[config.mk]
export PLATFORM = sky130hd
export DESIGN_NAME = ins_mem_loader
export DESIGN_NICKNAME = d
export VERILOG_FILES = /design/src/rtl/ins_loader_pkg.sv /design/src/rtl/ins_mem_loader_packer.sv /design/src/rtl/ins_mem_loader.sv
export SDC_FILE = /design/constraint.sdc
export NUM_CORES = 1
export LEC_CHECK = 0
export CORE_UTILIZATION = 48
export DETAILED_ROUTE_END_ITERATION = 16
export GPL_TIMING_DRIVEN = 0
export HOLD_SLACK_MARGIN = 0.02
export PLACE_DENSITY = 0.73
export SYNTH_ARGS = -nofsm -noshare
export SYNTH_HDL_FRONTEND = slang
export SYNTH_SLANG_ARGS = --single-unit
[constraint.sdc]
create_clock -name clk -period 2.36 [get_ports clk]
set_input_delay 0.472 -clock clk [delete_from_list [all_inputs] [get_ports clk]]
set_output_delay 0.472 -clock clk [all_outputs]
set_load 0.005 [all_outputs]
[src/rtl/ins_loader_pkg.sv]
// ---------------------------------------------------------------------------
// ins_loader_pkg
// Shared types and constants for the instruction-memory loader.
//   loader_state_t : loader FSM states
//   BYTES_PER_WORD : bytes in one instruction word
//   LEN_BYTES      : bytes in the word-count header
// ---------------------------------------------------------------------------
package ins_loader_pkg;

  typedef enum logic [2:0] {
    IDLE,
    LEN,
    WORD,
    WRITE,
    FINISH
  } loader_state_t;

  localparam int BYTES_PER_WORD = 4;
  localparam int LEN_BYTES      = 2;

endpackage

[src/rtl/ins_mem_loader_packer.sv]
// ---------------------------------------------------------------------------
// byte_to_word_packer
// Assembles little-endian bytes into one instruction word. Byte k of a word
// lands in bits [8k+7:8k].
//   clk, rst_n    : clock, asynchronous active-low reset
//   clear_i       : restart the byte counter (new session)
//   valid_i       : a byte is consumed this cycle
//   byte_i        : the byte being consumed
//   word_valid_o  : this byte completes a word (combinational)
//   word_o        : the word including the byte being consumed
// ---------------------------------------------------------------------------
module byte_to_word_packer
  import ins_loader_pkg::*;
(
  input  logic                        clk,
  input  logic                        rst_n,
  input  logic                        clear_i,
  input  logic                        valid_i,
  input  logic [7:0]                  byte_i,
  output logic                        word_valid_o,
  output logic [8*BYTES_PER_WORD-1:0] word_o
);

  localparam int WORD_W = 8 * BYTES_PER_WORD;
  localparam int CNT_W  = $clog2(BYTES_PER_WORD);

  logic [CNT_W-1:0]  cnt_q;
  logic [WORD_W-1:0] word_q;

  // Shifting in from the top leaves the first byte in the lowest lane once
  // the word is complete. Exposing the next value lets the FSM capture the
  // finished word on the same edge that consumes its last byte.
  assign word_o       = {byte_i, word_q[WORD_W-1:8]};
  assign word_valid_o = valid_i && (cnt_q == CNT_W'(BYTES_PER_WORD - 1));

  always_ff @(posedge clk or negedge rst_n) begin
    // NOTE: the shift register is a handful of flops, so it is reset along
    // with the counter; nothing here is a RAM that would forbid a reset.
    if (!rst_n) begin
      cnt_q  <= '0;
      word_q <= '0;
    end else if (clear_i) begin
      cnt_q <= '0;
    end else if (valid_i) begin
      // NOTE: non-blocking assignments in clocked blocks so every flop sees
      // the pre-edge values of the others, whatever the statement order.
      cnt_q  <= cnt_q + 1'b1;  // wraps to 0 exactly at word completion
      word_q <= word_o;
    end
  end

endmodule

[src/rtl/ins_mem_loader.sv]
// ---------------------------------------------------------------------------
// ins_mem_loader
// Programs the instruction memory from a byte stream: a 16-bit little-endian
// word count, then that many 32-bit little-endian instructions, written at
// consecutive word-aligned byte addresses. The processor is held in reset
// for the duration of the load.
//   clk, rstN     : clock, asynchronous active-low reset
//   start         : single-cycle request to begin a session (ignored if busy)
//   byte_valid/byte_data/byte_ready : valid/ready byte input
//   mem_wr_en/mem_wr_addr/mem_wr_data : one write per instruction
//   busy          : session in progress
//   done          : one-cycle pulse on successful completion
//   error         : sticky bad word count, cleared by the next start
//   cpu_rstN      : active-low processor reset, low while loading
// ---------------------------------------------------------------------------
module ins_mem_loader
  import ins_loader_pkg::*;
#(
  parameter int INSTRUCTION_WIDTH = 32,
  parameter int MEMORY_DEPTH      = 256,
  parameter int PC_WIDTH          = 32
) (
  input  logic                         clk,
  input  logic                         rstN,
  input  logic                         start,
  input  logic                         byte_valid,
  input  logic [7:0]                   byte_data,
  output logic                         byte_ready,
  output logic                         mem_wr_en,
  output logic [PC_WIDTH-1:0]          mem_wr_addr,
  output logic [INSTRUCTION_WIDTH-1:0] mem_wr_data,
  output logic                         busy,
  output logic                         done,
  output logic                         error,
  output logic                         cpu_rstN
);

  localparam int          IDX_W    = $clog2(MEMORY_DEPTH) + 1;
  localparam logic [15:0] DEPTH_16 = 16'(MEMORY_DEPTH);

  loader_state_t               state_q;
  logic [7:0]                  len_lo_q;
  logic [15:0]                 len_q;
  logic [0:0]                  len_cnt_q;
  logic [IDX_W-1:0]            word_idx_q;
  logic                        byte_ready_q;
  logic                        mem_wr_en_q;
  logic [PC_WIDTH-1:0]         mem_wr_addr_q;
  logic [INSTRUCTION_WIDTH-1:0] mem_wr_data_q;
  logic                        busy_q;
  logic                        done_q;
  logic                        error_q;
  logic                        cpu_rstN_q;

  logic                        transfer;
  logic                        word_valid;
  logic [8*BYTES_PER_WORD-1:0] packed_word;
  logic [15:0]                 len_rx;
  logic [15:0]                 idx_next16;

  assign transfer   = byte_valid & byte_ready_q;
  assign len_rx     = {byte_data, len_lo_q};
  assign idx_next16 = 16'(word_idx_q) + 16'd1;

  byte_to_word_packer u_packer (
    .clk          (clk),
    .rst_n        (rstN),
    .clear_i      (start && (state_q == IDLE)),
    .valid_i      (transfer && (state_q == WORD)),
    .byte_i       (byte_data),
    .word_valid_o (word_valid),
    .word_o       (packed_word)
  );

  always_ff @(posedge clk or negedge rstN) begin
    if (!rstN) begin
      state_q       <= IDLE;
      len_lo_q      <= '0;
      len_q         <= '0;
      len_cnt_q     <= '0;
      word_idx_q    <= '0;
      byte_ready_q  <= 1'b0;
      mem_wr_en_q   <= 1'b0;
      mem_wr_addr_q <= '0;
      mem_wr_data_q <= '0;
      busy_q        <= 1'b0;
      done_q        <= 1'b0;
      error_q       <= 1'b0;
      cpu_rstN_q    <= 1'b1;
    end else begin
      // Strobes default low; the states below raise them for one cycle.
      mem_wr_en_q <= 1'b0;
      done_q      <= 1'b0;

      unique case (state_q)
        IDLE: begin
          if (start) begin
            state_q      <= LEN;
            error_q      <= 1'b0;
            word_idx_q   <= '0;
            len_cnt_q    <= '0;
            cpu_rstN_q   <= 1'b0;
            busy_q       <= 1'b1;
            byte_ready_q <= 1'b1;
          end
        end

        LEN: begin
          if (transfer) begin
            if (len_cnt_q != 1'(LEN_BYTES - 1)) begin
              len_lo_q  <= byte_data;
              len_cnt_q <= len_cnt_q + 1'b1;
            end else if (len_rx == 16'd0 || len_rx > DEPTH_16) begin
              // Bad count: abandon without touching memory and let the
              // processor run its existing image again.
              state_q      <= IDLE;
              error_q      <= 1'b1;
              busy_q       <= 1'b0;
              cpu_rstN_q   <= 1'b1;
              byte_ready_q <= 1'b0;
            end else begin
              state_q <= WORD;
              len_q   <= len_rx;
            end
          end
        end

        WORD: begin
          if (word_valid) begin
            state_q       <= WRITE;
            byte_ready_q  <= 1'b0;
            mem_wr_en_q   <= 1'b1;
            mem_wr_addr_q <= PC_WIDTH'({word_idx_q, 2'b00});
            mem_wr_data_q <= INSTRUCTION_WIDTH'(packed_word);
          end
        end

        WRITE: begin
          word_idx_q <= word_idx_q + 1'b1;
          if (idx_next16 == len_q) begin
            state_q    <= FINISH;
            done_q     <= 1'b1;
            cpu_rstN_q <= 1'b1;
          end else begin
            state_q      <= WORD;
            byte_ready_q <= 1'b1;
          end
        end

        FINISH: begin
          state_q <= IDLE;
          busy_q  <= 1'b0;
        end

        default: state_q <= IDLE;
      endcase
    end
  end

  assign byte_ready  = byte_ready_q;
  assign mem_wr_en   = mem_wr_en_q;
  assign mem_wr_addr = mem_wr_addr_q;
  assign mem_wr_data = mem_wr_data_q;
  assign busy        = busy_q;
  assign done        = done_q;
  assign error       = error_q;
  assign cpu_rstN    = cpu_rstN_q;

endmodule

==> flow_summary.yaml <==
run_status:
  status: "complete, no violations"
yosys:
  syn_area_sq_um: 4790
  synth_ff_type: "dfrtp_1"
  async_flop_share_pct: 100
  yosysSeqAreaShare_pct: 57.5
  ys_warn_count: 0
  ys_ff_latch: 110
  ys_types: 49
  synth.avg_cell_area_sq_um: 10.5
  synth-edff-count: 0
  synthCells: 455
clocking:
  cts_num_sinks: 110
  ctsHtreeMaxLevel: 3
  clockRootBuffer: "clkbuf_8"
  cts_buffers: 9
  cts_tree: "done"
  clk_latency_ps: 380
  max-clock-path-buffers: 2
  clkTransAtPathRegs_ps: 120
routing:
  vias: 3439
  wl_microns: 10000
  detail_route.wl_per_cell_microns: 14.5
  drtPass1Iterations: 4
  drc_errors: 0
  drtIter0Drc: 154
  final_antenna_net_count: 0
  viasPerCell: 4.98
global_routing:
  grtUsageTotal_pct: 20.8
  grt_max_degree: 60
  antenna_found_initial: 0
  grt_pass1_wl_microns: 16600
  grt_overflow: 0
  first_global_vias: 3371
power:
  ir_drop_mv: 0.409
  power_density_nw_per_um2: 627
  p_leak_nw: 3.01
sta:
  fmax_ghz: 0.436
  worst_slack_ps: 66.8
  worstMarginPinSlew_ps: 739
  finalCritPeriodShare_pct: 97.2
  period_needed_ps: 2290
  holdWs_ps: 127
  fin_worst_skew_ps: 15.7
  finalMaxSlewViolations: 0
  grt_setup_unrepaired: "false"
  setup_viol: 0
  maxSlewHeadroom_pct: 50.5
  hold_viol_final: 0
placement:
  hpwl_microns: 7160
  postPlaceCellArea_sq_um: 5660
  place_ws_ps: -770
  port_buffers: 58
  globalplace.congestion: 0.912
  dp_cells: 669
worst_setup_path:
  crit_path_end_kind: "flop"
  cp_max_fo: 8
  crit_chain: "buf_2 > and3_4 > a21oi_2 > a2111o_1 > o31a_1 > or4_4 > o311a_1"
  critPathArrivalTime_ps: 2550
  max_stage_delay_ps: 560
  criticalPathCategory: "flop to flop"
  crit_path_top_delay_cell: "or4_4"
  startpoint_type: "flop"
  critPathRequiredTime_ps: 2620
cells_and_area:
  finalInstanceArea_sq_um: 5980
  fin_cells: 690
  layout-drive-gt1-share_pct: 21.0
  mostFrequentLayoutCells: "134 x nand2_1, 108 x dfrtp_1, 53 x clkdlybuf4s50_1"
  final_core_util_pct: 61.4
  areaGrowthSynthToFinish_pct: 24.8
  mostFrequentLayoutCell: "nand2_1"
  n_antenna_cell: 0
  layout.nets: 567
flow_run:
  cap_violations: 0
floorplanning:
  dieArea_sq_um: 10400
  die_w_microns: 102
  core.rowCount: 36
  core_sq_um: 9730
  start_util_pct: 49.3
  io_pins: 82
  die_h_microns: 102
min_path:
  hp-class: "primary input to async pin"
what timing repair did:
| item | CTS | global route |
|---|---|---|
| pin swaps | 4 | 2 |
| hold endpoints to repair | 0 | 0 |
| gates resized for setup | 5 | 18 |
| hold buffers | 0 | 0 |
| endpoints found under the setup margin | 73 | 8 |
| setup buffers | 6 | 1 |
through the flow:
stage	total power, mW	setup TNS (ps)
4_1_cts	3.74	0
5_1_grt	3.91	0
3_3_place_gp	2.64	-393280
3_5_place_dp	2.67	-47270
6_report	3.75	0
2_1_floorplan	2.44	0
flip-flops by register name, indices dropped and copies added, names as in the netlist:
signal	count
word_idx_q	9
cpu_rstN	1
len_cnt_q	1
error	1
mem_wr_addr	9
len_q	16
u_packer.word_q	24
busy	1
state_q	3
u_packer.cnt_q	2
mem_wr_en	1
len_lo_q	8
byte_ready	1
mem_wr_data	32
done	1
report_power, final:
group          leakage (nW)  internal (mW)  switching, mW
Clock                0.0897          0.401          0.669
Combinational          1.41          0.265          0.257
Sequential             1.51           2.02          0.135
Total                  3.01           2.68           1.06
synth_stat cells, types with 2 or more instances:
master / number / area, sq um
nand3b_1: 2 / 15.0
nor3_1: 7 / 35.0
nand2_1: 134 / 503
inv_1: 5 / 18.8
nand2b_1: 2 / 12.5
o21ai_0: 13 / 65.1
o31ai_1: 3 / 22.5
a21oi_1: 6 / 30.0
dfrtp_1: 109 / 2730
o31a_1: 2 / 17.5
nor2b_1: 7 / 43.8
nor4_1: 5 / 31.3
xor2_1: 5 / 43.8
nor2_1: 21 / 78.8
mux2_2: 42 / 473
a22o_1: 2 / 17.5
ha_1: 2 / 25.0
clkbuf_1: 9 / 33.8
nand4_1: 3 / 18.8
xnor2_1: 10 / 87.6
nand3_1: 6 / 30.0
buf_4: 23 / 173
buf_2: 9 / 45.0
o41ai_1: 3 / 26.3
critical path, delay by kind of cell (launching register included):
family          cells  cell delay (ps)
flops               1              340
buf+inv             1              200
simple gates        2              800
compound gates      4              840
cell type report:
type,count,area [sq um]
sequential,110,2760
tap,133,166
fill,816,3750
multi-input combinational,318,1910
clock buffer,9,124
inverter,6,22.5
clock inverter,6,56.3
buffer,42,270
timing repair buffer,66,672
per-layer routing:
layer	vias up	track usage, %	wire (microns)
li1	1662	-	-
met1	1692	30.2	4900
met2	75	32.1	4660
met3	10	3.01	281
met4	0	7.47	172
met5	-	0	0
worst paths after layout:
path                            cells after the start  slack, ps                        from                          end
worst min register to register                      2        480  mem_wr_data[6]$_DFFE_PN0P_   mem_wr_data[6]$_DFFE_PN0P_
worst min-delay path                                1        130                        rstN  mem_wr_data[23]$_DFFE_PN0P_
worst max-delay path                                7         70   word_idx_q[2]$_DFFE_PN0P_       state_q[1]$_DFFE_PN0P_
worst max register to register                      7         70   word_idx_q[2]$_DFFE_PN0P_       state_q[1]$_DFFE_PN0P_
max in group asynchronous                           2       1500                        rstN    word_idx_q[1]$_DFFE_PN0P_
min in group clk                                    3        450                byte_data[1]  mem_wr_data[25]$_DFFE_PN0P_
logic make-up (layout without fill, tap and decap cells):
group                      after synthesis  in the layout  synth area share (%)
and+or+nand+nor                        198            198                  18.1
DFF                                    110            110                  57.5
buffers and inverters                   49            129                  5.90
muxes                                   42             42                  9.87
AOI/OAI and AO/OA                       38             38                  5.33
xor gates and xnor gates                15             15                  2.74
adders and majority gates                2              2                 0.522
other                                    1             23                0.0783
Power figures use the tool's default switching activity.
